`src/rtl/pwm_spi_pkg.sv`:
```
// Shared constants, FSM states and frame builder
// for the PWM driver SPI master.
package pwm_spi_pkg;

  localparam int NUM_CHANNELS   = 7;
  localparam int ADDR_W         = 3;
  localparam int LEVEL_W        = 8;
  localparam int FRAME_W        = 16;
  localparam int WRITE_FLAG_BIT = 7;
  localparam int CMD_W          = FRAME_W - LEVEL_W;

  typedef enum logic [2:0] {
    IDLE,
    CS_SETUP,
    SCLK_HI,
    SCLK_LO,
    CS_GAP
  } state_e;

  function automatic logic [FRAME_W-1:0] build_frame(
    input logic               wr,
    input logic [ADDR_W-1:0]  addr,
    input logic [LEVEL_W-1:0] data
  );
    logic [CMD_W-1:0] cmd;
    cmd                 = '0;
    cmd[WRITE_FLAG_BIT] = wr;
    cmd[ADDR_W-1:0]     = addr;
    return {cmd, (wr ? data : LEVEL_W'(0))};
  endfunction

endpackage

```
`src/rtl/pwm_spi_if.sv`:
```
// Command/response bundle between a requester
// and the PWM SPI master.
interface pwm_spi_if;
  import pwm_spi_pkg::*;

  logic               cmd_valid;
  logic               cmd_ready;
  logic               cmd_write;
  logic [ADDR_W-1:0]  cmd_addr;
  logic [LEVEL_W-1:0] cmd_wdata;
  logic               rsp_valid;
  logic [LEVEL_W-1:0] rsp_rdata;
  logic               rsp_err;
  logic               busy;

  modport master (
    output cmd_valid, cmd_write,
    output cmd_addr, cmd_wdata,
    input  cmd_ready, rsp_valid,
    input  rsp_rdata, rsp_err, busy
  );

  modport slave (
    input  cmd_valid, cmd_write,
    input  cmd_addr, cmd_wdata,
    output cmd_ready, rsp_valid,
    output rsp_rdata, rsp_err, busy
  );

endinterface

```
`src/rtl/spi_half_period_timer.sv`:
```
// Down-counter reloaded on each FSM state entry;
// phase_done marks the last cycle of a phase.
module spi_half_period_timer #(
  parameter int HALF_PERIOD = 4
) (
  input  logic clk,
  input  logic reset,
  input  logic load_i,
  output logic phase_done_o
);

  localparam int CW =
    (HALF_PERIOD > 1) ? $clog2(HALF_PERIOD) : 1;

  logic [CW-1:0] cnt_q, cnt_d;

  always_comb begin
    cnt_d = cnt_q;
    if (load_i)
      cnt_d = CW'(HALF_PERIOD - 1);
    else if (cnt_q != '0)
      cnt_d = cnt_q - CW'(1);
  end

  always_ff @(posedge clk) begin
    if (reset) cnt_q <= '0;
    else       cnt_q <= cnt_d;
  end

  assign phase_done_o = (cnt_q == '0);

endmodule

```
`src/rtl/pwm_spi_master.sv`:
```
// Turns single-beat channel commands into 16-bit
// SPI frames for the PWM driver.
module pwm_spi_master
  import pwm_spi_pkg::*;
#(
  parameter int HALF_PERIOD = 4
) (
  input  logic      clk,
  input  logic      reset,
  pwm_spi_if.slave  bus,
  output logic      spi_cs_n,
  output logic      spi_sclk,
  output logic      spi_mosi,
  input  logic      spi_miso
);

  state_e state_q, state_d;

  logic [FRAME_W-1:0] shreg_q, shreg_d;
  logic [LEVEL_W-1:0] rx_q, rx_d;
  logic [LEVEL_W-1:0] rdata_q, rdata_d;
  logic [3:0]         bit_q, bit_d;
  logic               wr_q, wr_d;
  logic               mosi_q, mosi_d;
  logic               cs_n_q, cs_n_d;
  logic               sclk_q, sclk_d;
  logic               rvalid_q, rvalid_d;
  logic               err_q, err_d;
  logic               load, done, accept;
  logic [FRAME_W-1:0] frame;

  spi_half_period_timer #(
    .HALF_PERIOD (HALF_PERIOD)
  ) u_timer (
    .clk          (clk),
    .reset        (reset),
    .load_i       (load),
    .phase_done_o (done)
  );

  assign bus.cmd_ready = (state_q == IDLE);
  assign accept = bus.cmd_valid && bus.cmd_ready;
  assign frame  = build_frame(bus.cmd_write,
                              bus.cmd_addr,
                              bus.cmd_wdata);

  always_comb begin
    state_d  = state_q;
    shreg_d  = shreg_q;
    rx_d     = rx_q;
    rdata_d  = rdata_q;
    bit_d    = bit_q;
    wr_d     = wr_q;
    mosi_d   = mosi_q;
    rvalid_d = 1'b0;
    err_d    = err_q;
    unique case (state_q)
      IDLE: begin
        if (accept) begin
          if (bus.cmd_addr == ADDR_W'(NUM_CHANNELS)) begin
            rvalid_d = 1'b1;
            err_d    = 1'b1;
            rdata_d  = '0;
          end else begin
            wr_d    = bus.cmd_write;
            mosi_d  = frame[FRAME_W-1];
            shreg_d = frame << 1;
            bit_d   = '0;
            rx_d    = '0;
            state_d = CS_SETUP;
          end
        end
      end
      CS_SETUP: begin
        if (done) state_d = SCLK_HI;
      end
      SCLK_HI: begin
        if (done) begin
          // second byte of a read carries data, LSB first
          if (!wr_q && bit_q[3])
            rx_d = {spi_miso, rx_q[LEVEL_W-1:1]};
          mosi_d  = shreg_q[FRAME_W-1];
          shreg_d = shreg_q << 1;
          state_d = SCLK_LO;
        end
      end
      SCLK_LO: begin
        if (done) begin
          if (bit_q == 4'(FRAME_W - 1)) begin
            state_d = CS_GAP;
          end else begin
            bit_d   = bit_q + 4'd1;
            state_d = SCLK_HI;
          end
        end
      end
      CS_GAP: begin
        if (done) begin
          rvalid_d = 1'b1;
          err_d    = 1'b0;
          rdata_d  = wr_q ? '0 : rx_q;
          state_d  = IDLE;
        end
      end
      default: state_d = IDLE;
    endcase
  end

  assign load   = (state_d != state_q);
  assign cs_n_d = (state_d == IDLE) ||
                  (state_d == CS_GAP);
  assign sclk_d = (state_d == SCLK_HI);

  always_ff @(posedge clk) begin
    if (reset) begin
      state_q  <= IDLE;
      shreg_q  <= '0;
      rx_q     <= '0;
      rdata_q  <= '0;
      bit_q    <= '0;
      wr_q     <= 1'b0;
      mosi_q   <= 1'b0;
      cs_n_q   <= 1'b1;
      sclk_q   <= 1'b0;
      rvalid_q <= 1'b0;
      err_q    <= 1'b0;
    end else begin
      state_q  <= state_d;
      shreg_q  <= shreg_d;
      rx_q     <= rx_d;
      rdata_q  <= rdata_d;
      bit_q    <= bit_d;
      wr_q     <= wr_d;
      mosi_q   <= mosi_d;
      cs_n_q   <= cs_n_d;
      sclk_q   <= sclk_d;
      rvalid_q <= rvalid_d;
      err_q    <= err_d;
    end
  end

  assign bus.rsp_valid = rvalid_q;
  assign bus.rsp_rdata = rdata_q;
  assign bus.rsp_err   = err_q;
  assign bus.busy      = (state_q != IDLE);
  assign spi_cs_n      = cs_n_q;
  assign spi_sclk      = sclk_q;
  assign spi_mosi      = mosi_q;

endmodule
```
`src/flat_wrapper.sv`:
```
// flat-port wrapper written by rule: the top's interface ports become plain ports
module pwm_spi_master_flat import pwm_spi_pkg::*;
#(
  parameter int HALF_PERIOD = 4
)
  (clk, reset, spi_cs_n, spi_sclk, spi_mosi, spi_miso, bus_cmd_valid, bus_cmd_write, bus_cmd_addr, bus_cmd_wdata, bus_cmd_ready, bus_rsp_valid, bus_rsp_rdata, bus_rsp_err, bus_busy);
  pwm_spi_if bus_i ();
  input  logic clk;
  input  logic reset;
  output logic spi_cs_n;
  output logic spi_sclk;
  output logic spi_mosi;
  input  logic spi_miso;
  input wire logic [$bits(bus_i.cmd_valid)-1:0] bus_cmd_valid;
  input wire logic [$bits(bus_i.cmd_write)-1:0] bus_cmd_write;
  input wire logic [$bits(bus_i.cmd_addr)-1:0] bus_cmd_addr;
  input wire logic [$bits(bus_i.cmd_wdata)-1:0] bus_cmd_wdata;
  output wire logic [$bits(bus_i.cmd_ready)-1:0] bus_cmd_ready;
  output wire logic [$bits(bus_i.rsp_valid)-1:0] bus_rsp_valid;
  output wire logic [$bits(bus_i.rsp_rdata)-1:0] bus_rsp_rdata;
  output wire logic [$bits(bus_i.rsp_err)-1:0] bus_rsp_err;
  output wire logic [$bits(bus_i.busy)-1:0] bus_busy;
  assign bus_i.cmd_valid = bus_cmd_valid;
  assign bus_i.cmd_write = bus_cmd_write;
  assign bus_i.cmd_addr = bus_cmd_addr;
  assign bus_i.cmd_wdata = bus_cmd_wdata;
  assign bus_cmd_ready = bus_i.cmd_ready;
  assign bus_rsp_valid = bus_i.rsp_valid;
  assign bus_rsp_rdata = bus_i.rsp_rdata;
  assign bus_rsp_err = bus_i.rsp_err;
  assign bus_busy = bus_i.busy;
  pwm_spi_master #(.HALF_PERIOD(HALF_PERIOD)) u_core (.clk(clk), .reset(reset), .bus(bus_i), .spi_cs_n(spi_cs_n), .spi_sclk(spi_sclk), .spi_mosi(spi_mosi), .spi_miso(spi_miso));
endmodule
```
`config.mk`:
```
export PLATFORM = sky130hd
export DESIGN_NAME = pwm_spi_master_flat
export DESIGN_NICKNAME = d
export VERILOG_FILES = /design/src/rtl/pwm_spi_pkg.sv /design/src/rtl/pwm_spi_if.sv /design/src/rtl/spi_half_period_timer.sv /design/src/rtl/pwm_spi_master.sv /design/src/flat_wrapper.sv
export SDC_FILE = /design/constraint.sdc
export NUM_CORES = 1
export LEC_CHECK = 0
export BUFFER_PORTS_ARGS = -buffer_cell sky130_fd_sc_hd__buf_2
export CORE_MARGIN = 5
export CORE_UTILIZATION = 39
export DETAILED_ROUTE_END_ITERATION = 10
export SLEW_MARGIN = 20
export SYNTH_ARGS = -nofsm -noshare
export SYNTH_HDL_FRONTEND = slang
export SYNTH_SLANG_ARGS = --single-unit
```
`constraint.sdc`:
```
create_clock -name clk -period 1.9 [get_ports clk]
set_input_delay 0.095 -clock clk [delete_from_list [all_inputs] [get_ports clk]]
set_output_delay 0.095 -clock clk [all_outputs]
set_load 0.02 [all_outputs]
```
Word level (Yosys, flattened, before mapping)
Cells that the tools add are included. W data, S select, Z words.

Bits in registers: 47. Bits in latches: 0. Memory bits (writable): 0. ROM bits: 0. Output and inout port bits: 15. Word-level logic and storage cells: 92. Memories: 0.

$add $sub $neg: 2. $mul: 0. Divide/modulo/power cells: 0. Order comparisons: 0. Equal/unequal tests: 17. Shifts and indexed selects: 0. Mux-type cells: 42. Bitwise operators: 1. Reductions and logical operators: 18.

Operators by type and width (number): $mux W8 (9); $mux W16 (3); $pmux W16 S2 (1); $pmux W8 S2 (2); $mux W3 (7); $mux W4 (4); $pmux W3 S5 (1); $reduce_and A5 Y1 (2); $reduce_bool A2 Y1 (5); $eq A3 B2 Y1 const B (3); $eq A3 B3 Y1 const B (3); $mux W1 (9); $ne A2 B1 Y1 const B (4); $ne A2 B2 Y1 const B (4); $pmux W4 S2 (1); $reduce_and A4 Y1 (2); $logic_not A3 Y1 (2); $pmux W1 S2 (3); $add A4 B1 Y4 const B (1); $eq A4 B4 Y1 const B (1); $mux W2 (2); $eq A3 B1 Y1 const B (1); $ne A3 B3 Y1 (1); $reduce_and A3 Y1 (1); 7 further kinds (8).

Logic depth before layout (Yosys ltp)
Depth after elaboration: 6. Depth in mapped cells: 8. Mapped depth without buffers: 6.

Cells and area by module
A second synthesis with hierarchy kept.

Cells, all modules: 241. Area total of the unflattened synthesis: 2078.2 sq um.

Modules (own cells, without submodules): pwm_spi_master (instances 1, cells each 231, area each 1981.9 sq um, seq. area each 880.8 sq um); spi_half_period_timer (instances 1, cells each 10, area each 96.3 sq um, seq. area each 40.0 sq um).

Worst setup path after synthesis
OpenSTA, ideal clock, no wires.

Path kind: register to register. Start point: register u_core.u_timer.cnt_q[0]. End point: register u_core.bit_q[3]. Arrival time: 1465 ps. Required time: 1786 ps. Path slack: 320 ps. Stages on the path, launching flop included: 8. Buffers on the path: 1. Clock period less this slack: 1580 ps. Path through: dfxtp_1 inv_1 ha_1 buf_2 nand3_1 or4_1 xor2_1 nor2_1.

Cells in the longest elaborated chain, start to end: 3.

Ends and longest elaborated chain: start, declared (RTL line spi_half_period_timer.sv:15) `logic [CW-1:0] cnt_q, cnt_d;`; start signal, assigned (RTL line spi_half_period_timer.sv:27) `else cnt_q <= cnt_d;`; $logic_not A2 Y1 (RTL line spi_half_period_timer.sv:30) `assign phase_done_o = (cnt_q == '0);`; $ne A2 B1 Y1 (no line); $reduce_and A5 Y1 (no line); end signal, assigned (RTL line pwm_spi_master.sv:132) `bit_q <= bit_d;`; end, declared (RTL line pwm_spi_master.sv:22) `logic [3:0] bit_q, bit_d;`.

No other way between the ends. A chain may end at the register's enable or synchronous reset.

Worst setup path in the final report
Ends and elaborated chain as after synthesis.

==> flow_summary.toml <==
[layout]
syn_to_final_growth_pct = 15.11
drive_gt1_share_pct = 22.40
final_common_cell = "dfxtp_1"
antenna_cells = 0
nNetsFinal = 268
final_cell_mix = "46 x dfxtp_1, 30 x buf_2, 21 x a21oi_1, 15 x nand2_1"
final_util_pct = 46.35

[worst_setup_path]
startpoint = "u_core.u_timer.cnt_q[0]"
cp_slowest_cell = "or4_1"
path_buf_inv = 1
end_kind = "register"
worst_ep_arrival_time_ns = 2.01
crit_family = "simple AND/OR/NAND/NOR gates"
crit_chain = "inv_1 > ha_1 > nand3_1 > or4_1 > xor2_1 > nor2_1"
cp-start-kind = "register"
required_ns = 2.14
worstPathMaxFanout = 8
r2r-start = "u_core.u_timer.cnt_q[0]"
crit_type = "register to register"
slowest_delay_ns = 0.53

[die]
fp.dieW_um = 82.85
top_level_ports = 31
initial_core_util_pct = 40.26
num_rows = 26
die_area_um2 = 6863
dieHeight_um = 82.85
core_area_um2 = 5140

[clock_network]
cts_buffers = 5
postCtsSetupBuffers = 0
clockBufferDepth = 2
cts_tree = "yes"
clock_sinks = 46
cts_resized = 0
path_clk_slew_ns = 0.09
insertion_delay_ns = 0.29
cts_hold_buf = 0
root_buffer = "clkbuf_8"
cts.htree.levels = 2

[pwr]
ir_drop_v = 0.0006213
power.density_nw_per_um2 = 995.3
p_leak_nw = 0.9567

[sta]
hold-worst-slack_ns = 0.01245
max_slew_margin_pct = 67.05
rsz0062_at_grt = "false"
period_minus_slack_ns = 1.771
period_share_pct = 93.19
timing.fmax_mhz = 564.8
fin_setup_tns_ns = 0
setup_violations = 0
tightestPinTransition_ns = 0.4932
skew_ns = 0.004022
drv_slew = 0
hold_viol_final = 0

[placement]
hpwl_mm = 3.034
port_buffers = 30
gp_congestion = 0.7569

[global_routing]
track_usage_pct = 12.95
antenna_found_initial = 0
grt_max_degree = 24
grt-ovfl-total = 0
grt_pass1_wl_mm = 7.583
grt_pass1_vias = 1591

[logic_synthesis]
synth_top_flop_cell = "dfxtp_1"
syn_nets = 237
synth_seq_cells = 46
syn_area_per_cell_um2 = 9.493
netlist_area_um2 = 2069
synth_area_leaders = "dfxtp_1 44%, mux2i_1 6.3%, a21oi_1 5.1%, a211oi_1 4.0%, a22o_1 3.4%"
synth.top_cell.area_share_pct = 44.50
synth_edf_count = 0
ys_seq_area_share_pct = 44.50
synth_cell_type_count = 49
netlist_instances = 218
synth_largest_area_cell = "dfxtp_1"
async_flop_share_pct = 0
yosysWarnings = 0

[hold_path]
min-delay-start = "spi_miso"
min-delay-path-class = "input pin to register"

[route]
drt_wl_total_mm = 4.282
via_per_inst = 5.147
drcViolationCount = 0
avgRoutedWirePerCell_um = 13.38
dr.first_iter.drc_count = 79
vias = 1647
ant_nets = 0
drt-pass1-iter-count = 4

[run]
cap_viol_max_count = 0

[outcome]
outcome = "finished clean"
[cell usage after synthesis, types with 2 or more instances]
library cell and n:
a211oi_1 11, a21oi_1 21, a22o_1 8, a22oi_1 7
and2_1 2, and3_1 3, buf_2 6, buf_4 2
buf_6 2, clkbuf_1 5, dfxtp_1 46, ha_1 3
inv_1 5, mux2i_1 13, nand2_1 15, nand2b_1 9
nand3_1 5, nor2_1 13, nor2b_1 2, o21a_1 2
o21ai_0 7, or3_1 2, xor2_1 3
[routing by layer]
layer,GRT usage (%),routed length [um],vias up
met5,0,0,-
met4,3.418,31,0
met3,3.564,179,4
met2,20.55,1917,23
met1,17.36,2153,769
li1,-,-,851
[cell families (layout without fill, tap and decap cells)]
kind of cell               after synthesis  count (layout)  synth area share, %
xor gates and xnor gates                 4               4                1.693
AOI/OAI and AO/OA                       67              67                23.04
muxes                                   13              13                6.288
and+or+nand+nor                         63              63                17.23
DFF                                     46              46                44.50
buffers and inverters                   22              54                5.441
adders and majority gates                3               3                1.814
[final timing paths]
check,to,slack [ns],depth (start not counted)
hold / removal,u_core.rx_q[7],0.01,2
hold reg to reg,u_core.shreg_q[13],0.46,2
setup reg to reg,u_core.bit_q[3],0.13,6
setup / recovery,u_core.bit_q[3],0.13,6
[where the power goes]
| part | leakage, nW | internal, mW | switching [mW] |
|---|---|---|---|
| Clock | 0.0441 | 0.259 | 0.348 |
| Combinational | 0.538 | 0.259 | 0.380 |
| Sequential | 0.375 | 1.06 | 0.0672 |
[per-stage QoR]
stage | cell area, um^2 | instances | worst slack, ns | power, mW
after floorplan | 2069 | 218 | 0.3202 | 1.622
after global placement | 2292 | 312 | 0.1834 | 1.781
after detailed placement | 2292 | 312 | 0.1212 | 1.791
after CTS | 2382 | 320 | 0.1138 | 2.399
after global routing | 2382 | 320 | 0.0009186 | 2.517
final | 2382 | 320 | 0.1294 | 2.371
[registers in the layout (all words and copies together), names as in the netlist]
signal                cells
u_core.spi_mosi           1
u_core.u_timer.cnt_q      2
u_core.bit_q              4
u_core.bus.rsp_valid      1
u_core.wr_q               1
u_core.spi_cs_n           1
u_core.bus.rsp_err        1
u_core.rx_q               8
u_core.spi_sclk           1
u_core.state_q            3
u_core.shreg_q           15
u_core.bus.rsp_rdata      8
[cell type report]
type	count	area, um^2
clock buffers	5	68.82
clock inverters	3	21.27
fillers	542	2758
inverters	6	22.52
multi-input cells	150	1036
flip-flops and latches	46	920.9
well taps	70	87.58
repair buffers	40	225.2
(Power assumes the default switching activity.)
